--- src/rtl/nla_pkg.sv ---
// Shared sizing for the NLA coefficient path (FSM, coefficient buffer, datapath).
package nla_pkg;
    localparam int NLA_DATA_W     = 16;
    localparam int NLA_ADDR_LINES = 4;

    // Usable entries: one less than the address space, so the count fits in ADDR_LINES bits.
    function automatic int nla_cap(input int addr_lines);
        return (1 << addr_lines) - 1;
    endfunction
endpackage

--- src/rtl/coeff_buffer_ram.sv ---
// Coefficient storage: one write port, one synchronous read port with read enable, no reset.
module coeff_buffer_ram
    import nla_pkg::*;
#(
    parameter int ADDR_LINES = NLA_ADDR_LINES,
    parameter int DATA_W     = NLA_DATA_W
) (
    input  logic                  clk,
    input  logic                  we_i,
    input  logic [ADDR_LINES-1:0] waddr_i,
    input  logic [DATA_W-1:0]     wdata_i,
    input  logic                  re_i,
    input  logic [ADDR_LINES-1:0] raddr_i,
    output logic [DATA_W-1:0]     rdata_o
);
    logic [DATA_W-1:0] mem_q [2**ADDR_LINES];
    logic [DATA_W-1:0] rdata_q;

    always_ff @(posedge clk) begin
        if (we_i) mem_q[waddr_i] <= wdata_i;
        if (re_i) rdata_q <= mem_q[raddr_i];
    end

    assign rdata_o = rdata_q;
endmodule

--- src/rtl/coeff_buffer.sv ---
// Coefficient buffer: loads a set once, then replays it in index order per evaluation.
module coeff_buffer
    import nla_pkg::*;
#(
    parameter int ADDR_LINES = NLA_ADDR_LINES,
    parameter int DATA_W     = NLA_DATA_W
) (
    input  logic                  clk,
    input  logic                  rst,
    input  logic                  wr_en,
    input  logic [DATA_W-1:0]     wr_data,
    input  logic                  wr_last,
    input  logic                  rd_en,
    input  logic                  redo,
    input  logic                  clear,
    output logic [DATA_W-1:0]     rd_data,
    output logic                  rd_valid,
    output logic [ADDR_LINES-1:0] wr_ptr,
    output logic                  coeff_ready,
    output logic                  full,
    output logic                  rd_empty,
    output logic                  overflow_err,
    output logic                  underflow_err
);
    localparam logic [ADDR_LINES-1:0] CAP = ADDR_LINES'(nla_cap(ADDR_LINES));

    logic [ADDR_LINES-1:0] wr_ptr_q, wr_ptr_d, rd_ptr_q, rd_ptr_d, rd_addr;
    logic                  ready_q, ready_d, vld_q, vld_d;
    logic                  ovf_q, ovf_d, udf_q, udf_d;
    logic                  zero_q, zero_d;
    logic                  full_w, wr_acc, rd_acc;
    logic [DATA_W-1:0]     ram_rdata;

    assign full_w  = (wr_ptr_q == CAP);
    // Rewind-and-read: redo makes this cycle's read target entry 0.
    assign rd_addr = redo ? '0 : rd_ptr_q;
    assign wr_acc  = !clear && wr_en && !ready_q && !full_w;
    assign rd_acc  = !clear && rd_en && ready_q && (rd_addr != wr_ptr_q);

    always_comb begin
        wr_ptr_d = wr_ptr_q;
        rd_ptr_d = rd_ptr_q;
        ready_d  = ready_q;
        ovf_d    = ovf_q;
        udf_d    = udf_q;
        vld_d    = 1'b0;
        zero_d   = zero_q;
        if (clear) begin
            wr_ptr_d = '0;
            rd_ptr_d = '0;
            ready_d  = 1'b0;
            ovf_d    = 1'b0;
            udf_d    = 1'b0;
        end else begin
            if (wr_acc) begin
                wr_ptr_d = wr_ptr_q + 1'b1;
                if (wr_last || (wr_ptr_q == CAP - 1'b1)) ready_d = 1'b1;
            end else if (wr_en) begin
                ovf_d = 1'b1;
                if (wr_last && full_w) ready_d = 1'b1;
            end
            if (rd_acc) begin
                rd_ptr_d = rd_addr + 1'b1;
                vld_d    = 1'b1;
                zero_d   = 1'b0;
            end else begin
                if (redo) rd_ptr_d = '0;
                if (rd_en) udf_d = 1'b1;
            end
        end
    end

    always_ff @(posedge clk) begin
        if (rst) begin
            wr_ptr_q <= '0;
            rd_ptr_q <= '0;
            ready_q  <= 1'b0;
            vld_q    <= 1'b0;
            ovf_q    <= 1'b0;
            udf_q    <= 1'b0;
            zero_q   <= 1'b1;
        end else begin
            wr_ptr_q <= wr_ptr_d;
            rd_ptr_q <= rd_ptr_d;
            ready_q  <= ready_d;
            vld_q    <= vld_d;
            ovf_q    <= ovf_d;
            udf_q    <= udf_d;
            zero_q   <= zero_d;
        end
    end

    coeff_buffer_ram #(.ADDR_LINES(ADDR_LINES), .DATA_W(DATA_W)) u_ram (
        .clk     (clk),
        .we_i    (wr_acc && !rst),
        .waddr_i (wr_ptr_q),
        .wdata_i (wr_data),
        .re_i    (rd_acc && !rst),
        .raddr_i (rd_addr),
        .rdata_o (ram_rdata)
    );

    // RAM has no reset; mask its output until the first read after reset.
    assign rd_data       = zero_q ? '0 : ram_rdata;
    assign rd_valid      = vld_q;
    assign wr_ptr        = wr_ptr_q;
    assign coeff_ready   = ready_q;
    assign full          = full_w;
    assign rd_empty      = (rd_ptr_q == wr_ptr_q);
    assign overflow_err  = ovf_q;
    assign underflow_err = udf_q;
endmodule

--- config.mk ---
export PLATFORM = sky130hd
export DESIGN_NAME = coeff_buffer
export DESIGN_NICKNAME = d
export VERILOG_FILES = /design/src/rtl/nla_pkg.sv /design/src/rtl/coeff_buffer_ram.sv /design/src/rtl/coeff_buffer.sv
export SDC_FILE = /design/constraint.sdc
export NUM_CORES = 1
export LEC_CHECK = 0
export ABC_AREA = 1
export CORE_UTILIZATION = 55
export CTS_CLUSTER_DIAMETER = 80
export DETAILED_ROUTE_END_ITERATION = 8
export GPL_TIMING_DRIVEN = 0
export PLACE_DENSITY_LB_ADDON = 0.2
export SETUP_SLACK_MARGIN = 0.2
export SYNTH_ARGS = -nofsm -noshare
export SYNTH_HDL_FRONTEND = slang
export SYNTH_HIERARCHICAL = 1
export SYNTH_SLANG_ARGS = --single-unit
--- constraint.sdc ---
create_clock -name clk -period 2.65 [get_ports clk]
set_clock_uncertainty 0.2 [all_clocks]
set_input_delay 0.53 -clock clk [delete_from_list [all_inputs] [get_ports clk]]
set_output_delay 0.53 -clock clk [all_outputs]
set_load 0.03 [all_outputs]
==> results.json <==
{
  "grt_first_pass_wirelength_um": 49000,
  "critical_path_sink_type": "output pin",
  "worst_ep_required_time_ns": 1.92,
  "slew-limit-headroom": 0.419,
  "max_slew.worst_pin.slew_ns": 0.868,
  "clkSinkCount": 285,
  "dr.pass1.iters": 8,
  "max_freq_ghz": 0.408,
  "start_kind": "flip-flop",
  "largest_family_of_logic_cells_by_synthesized_area": "simple AND/OR/NAND/NOR gates",
  "synth_warnings": 6,
  "finalWorstPathRequiredPeriod_ns": 2.45,
  "post-route-util": 0.668,
  "postSynthRegisterBits": 285,
  "timing.final.setup_violations": 0,
  "syn-mean-instance-area_um2": 10.2,
  "ioPinCount": 49,
  "fill_cells": 1636,
  "synth_xor_xnor_area_share": 0.00282,
  "timing_hold_violations_final": 0,
  "dr_wl_met2_um": 15100,
  "die-width_um": 152,
  "dieArea_um2": 23200,
  "synth_simple_gate_area_share": 0.213,
  "cts_inserted_buffers": 29,
  "finalPower_mw": 9.21,
  "aggregate_global_route_resource_usage": 0.287,
  "number_of_design_rule_violations_left_after_detail_routing": 8,
  "detailedPlacementHpwl_um": 21000,
  "post_synth_design_cell_area_um2": 12400,
  "post_layout_nonfiller_instances": 1625,
  "top_layer_used": "met4",
  "pleak_nw": 6.27,
  "post_drt_wl_per_cell_um": 20.1,
  "cpMaxStageDelayCell": "sky130_fd_sc_hd__dfxtp_1",
  "run_status": "complete, but fails checks",
  "buffers_inverters_on_critical_path": 1,
  "number_of_maximum_capacitance_violations": 0,
  "timing.hold.worst.start": "underflow_err",
  "wl_met3_um": 3740,
  "worst_hold_path.num_cells": 2,
  "syn_inst": 1215,
  "critical_path.reg2reg.startpoint": "wr_ptr[0]",
  "initial_core_util": 0.565,
  "violations": "design-rule violations",
  "post_route_cells_drive_above_1_share": 0.127,
  "drt-total-wl_um": 32600,
  "max-clock-path-buffers": 3,
  "crit_path_cell_trace": "xor2_1 > nor4_2 > buf_4",
  "die_height_um": 152,
  "finalNetCount": 1349,
  "cpPeakStageDelay_ns": 0.56,
  "grt_max_degree": 18,
  "initialDrtViolationCount": 1078,
  "yosys-mux-area-fraction": 0,
  "library_cells_used_by_synthesis": 28,
  "cts.hold.buffers_added": 0,
  "crit-reg2reg-capture": "u_ram/mem_q[5][6]",
  "hold_path_class": "reg2reg",
  "antennaDiodeCount": 0,
  "antenna_found_initial": 0,
  "flow.area_growth_from_synthesis_pct": 18.2,
  "cellPowerDensity_nw_per_um2": 628,
  "slew_violations": 0,
  "syn_nets": 1241,
  "viasPerCell": 5.49,
  "finalWeightedCongestion": 0.886,
  "crit_fanout": 8,
  "clock_insertion_delay_worst_skew_ns": 0.54,
  "timing.setup.critical_path_class": "reg2out",
  "crit_family": "flip-flops",
  "number_of_h_tree_branching_levels": 1,
  "antenna_left": 0,
  "arrival_time_at_the_worst_endpoint_ns": 1.72,
  "grt-ovfl-total": 0,
  "cts.clk_slew.worst_paths_ns": 0.06,
  "reg2reg_depth": 8,
  "tritoncts": "done",
  "synth_compound_area_frac": 0.00746,
  "final.period_utilization": 0.924,
  "num_vias": 8920,
  "timing.hold.worst_endpoint": "underflow_err",
  "fp-row-count": 54,
  "coreArea_um2": 22000,
  "via_count_of_the_first_global_routing_pass": 8471,
  "met1_length_um": 12600,
  "vdd.ir_drop.worst_mv": 0.723,
  "finalSetupTns_ns": 0,
  "buffer_type_at_the_clock_tree_root": "sky130_fd_sc_hd__clkbuf_16",
  "post_synth_fa_ha_maj_area_fraction": 0.00303,
  "setup_repair_after_global_routing_missed_its_margin": "yes",
  "portion_of_the_post_synthesis_area_used_by_sequential_elements": 0.679,
  "slack_of_the_worst_reg_to_reg_path_ns": 0.30,
  "cell_count_post_placement": 1555,
  "io_buffers": 48
}
## report_power, final
part	switching (mW)	internal [mW]	total, mW
clock network	1.66	2.40	4.06
logic	0.140	0.0576	0.198
registers	0.00631	4.94	4.95
total	1.81	7.40	9.21
## final cells by class
class	instances	area (um2)	share of cell area
clock inverters	16	158	0.0108
flip-flops and latches	285	8440	0.576
plain buffers	53	332	0.0226
clock buffers	37	796	0.0543
repair buffers	77	790	0.0538
inverters	229	860	0.0586
multi-input cells	648	2940	0.200
well taps	280	350	0.0239
## routing by layer
layer / vias up / global-route usage
met4: 0 / 0.115
met3: 80 / 0.0569
li1: 4122 / -
met5: - / 0
met2: 542 / 0.453
met1: 4176 / 0.394
## through the flow
stage | hold WS, ns | setup slack, ns | cell area [um2]
global route | 0.289 | 0.0938 | 14700
CTS | 0.250 | 0.0482 | 14700
global placement | 0.236 | -1.26 | 13300
floorplan | 0.375 | 0.0205 | 12400
detailed placement | 0.240 | -0.824 | 13500
finish | 0.245 | 0.201 | 14700
## timing repair
action	in CTS	in global routing
gates resized for setup	59	31
setup endpoints to repair	284	285
pin swaps	9	1
buffers inserted	16	1
## cells in the final DEF, fill, tap and decap left out, types with 5 or more instances in the layout
master	Yosys	final
sky130_fd_sc_hd__a21oi_1	10	10
sky130_fd_sc_hd__buf_12	0	6
sky130_fd_sc_hd__buf_2	19	18
sky130_fd_sc_hd__buf_4	18	30
sky130_fd_sc_hd__buf_6	3	5
sky130_fd_sc_hd__buf_8	0	10
sky130_fd_sc_hd__clkbuf_1	12	6
sky130_fd_sc_hd__clkbuf_16	0	29
sky130_fd_sc_hd__clkbuf_2	0	21
sky130_fd_sc_hd__clkdlybuf4s50_1	0	29
sky130_fd_sc_hd__clkinv_1	0	5
sky130_fd_sc_hd__clkinv_2	0	6
sky130_fd_sc_hd__dfxtp_1	13	10
sky130_fd_sc_hd__dlygate4sd2_1	0	7
sky130_fd_sc_hd__edfxtp_1	272	272
sky130_fd_sc_hd__inv_1	225	225
sky130_fd_sc_hd__nand2_1	365	365
sky130_fd_sc_hd__nand3_1	202	202
sky130_fd_sc_hd__nor2_1	44	26
sky130_fd_sc_hd__nor2_2	2	6
sky130_fd_sc_hd__nor2_4	0	14
## cell usage after synthesis (all sizes together)
cell,n,share of area
inv,229,0.069
nor4,1,0.00050
buf,41,0.022
o21ai,5,0.0023
xor2,3,0.0021
clkbuf,12,0.0036
ha,3,0.0030
xnor2,1,0.00071
nand3b,2,0.0012
o22ai,1,0.00050
nand2,370,0.11
dfxtp,13,0.021
a21oi,10,0.0040
edfxtp,272,0.66
nand3,202,0.082
nor3b,1,0.00061
nor2,46,0.014
nor3,2,0.0012
o211ai,1,0.00061
## cells by family (layout without fill, tap and decap cells)
logic type / after synthesis / count (layout)
and+or+nand+nor: 624 / 624
DFF: 285 / 285
buffers and inverters: 282 / 412
AOI/OAI and AO/OA: 17 / 17
xor gates and xnor gates: 4 / 4
adders and majority gates: 3 / 3
## how the worst max path moves through the flow
stage / from / to / cells after the start
floorplan: wr_ptr[1] / u_ram/mem_q[12][0] / 6
global placement: wr_en / u_ram/mem_q[5][6] / 7
detailed placement: wr_en / u_ram/mem_q[0][6] / 7
CTS: wr_ptr[0] / rd_empty / 5
global route: wr_ptr[0] / rd_empty / 5
finish: wr_ptr[3] / rd_empty / 3
## sequential cells by signal (all words and copies together), names as in the netlist
signal	cells
u_ram/mem_q	256
u_ram/rdata_o	16
rd_ptr_q	4
wr_ptr	4
coeff_ready	1
overflow_err	1
rd_valid	1
underflow_err	1
zero_q	1
## tightest hold or removal path: stages (launching register included)
cell                      delay, ns
sky130_fd_sc_hd__dfxtp_1       0.31
sky130_fd_sc_hd__inv_1         0.04
sky130_fd_sc_hd__a21oi_1       0.05
(Power assumes the default switching activity.)
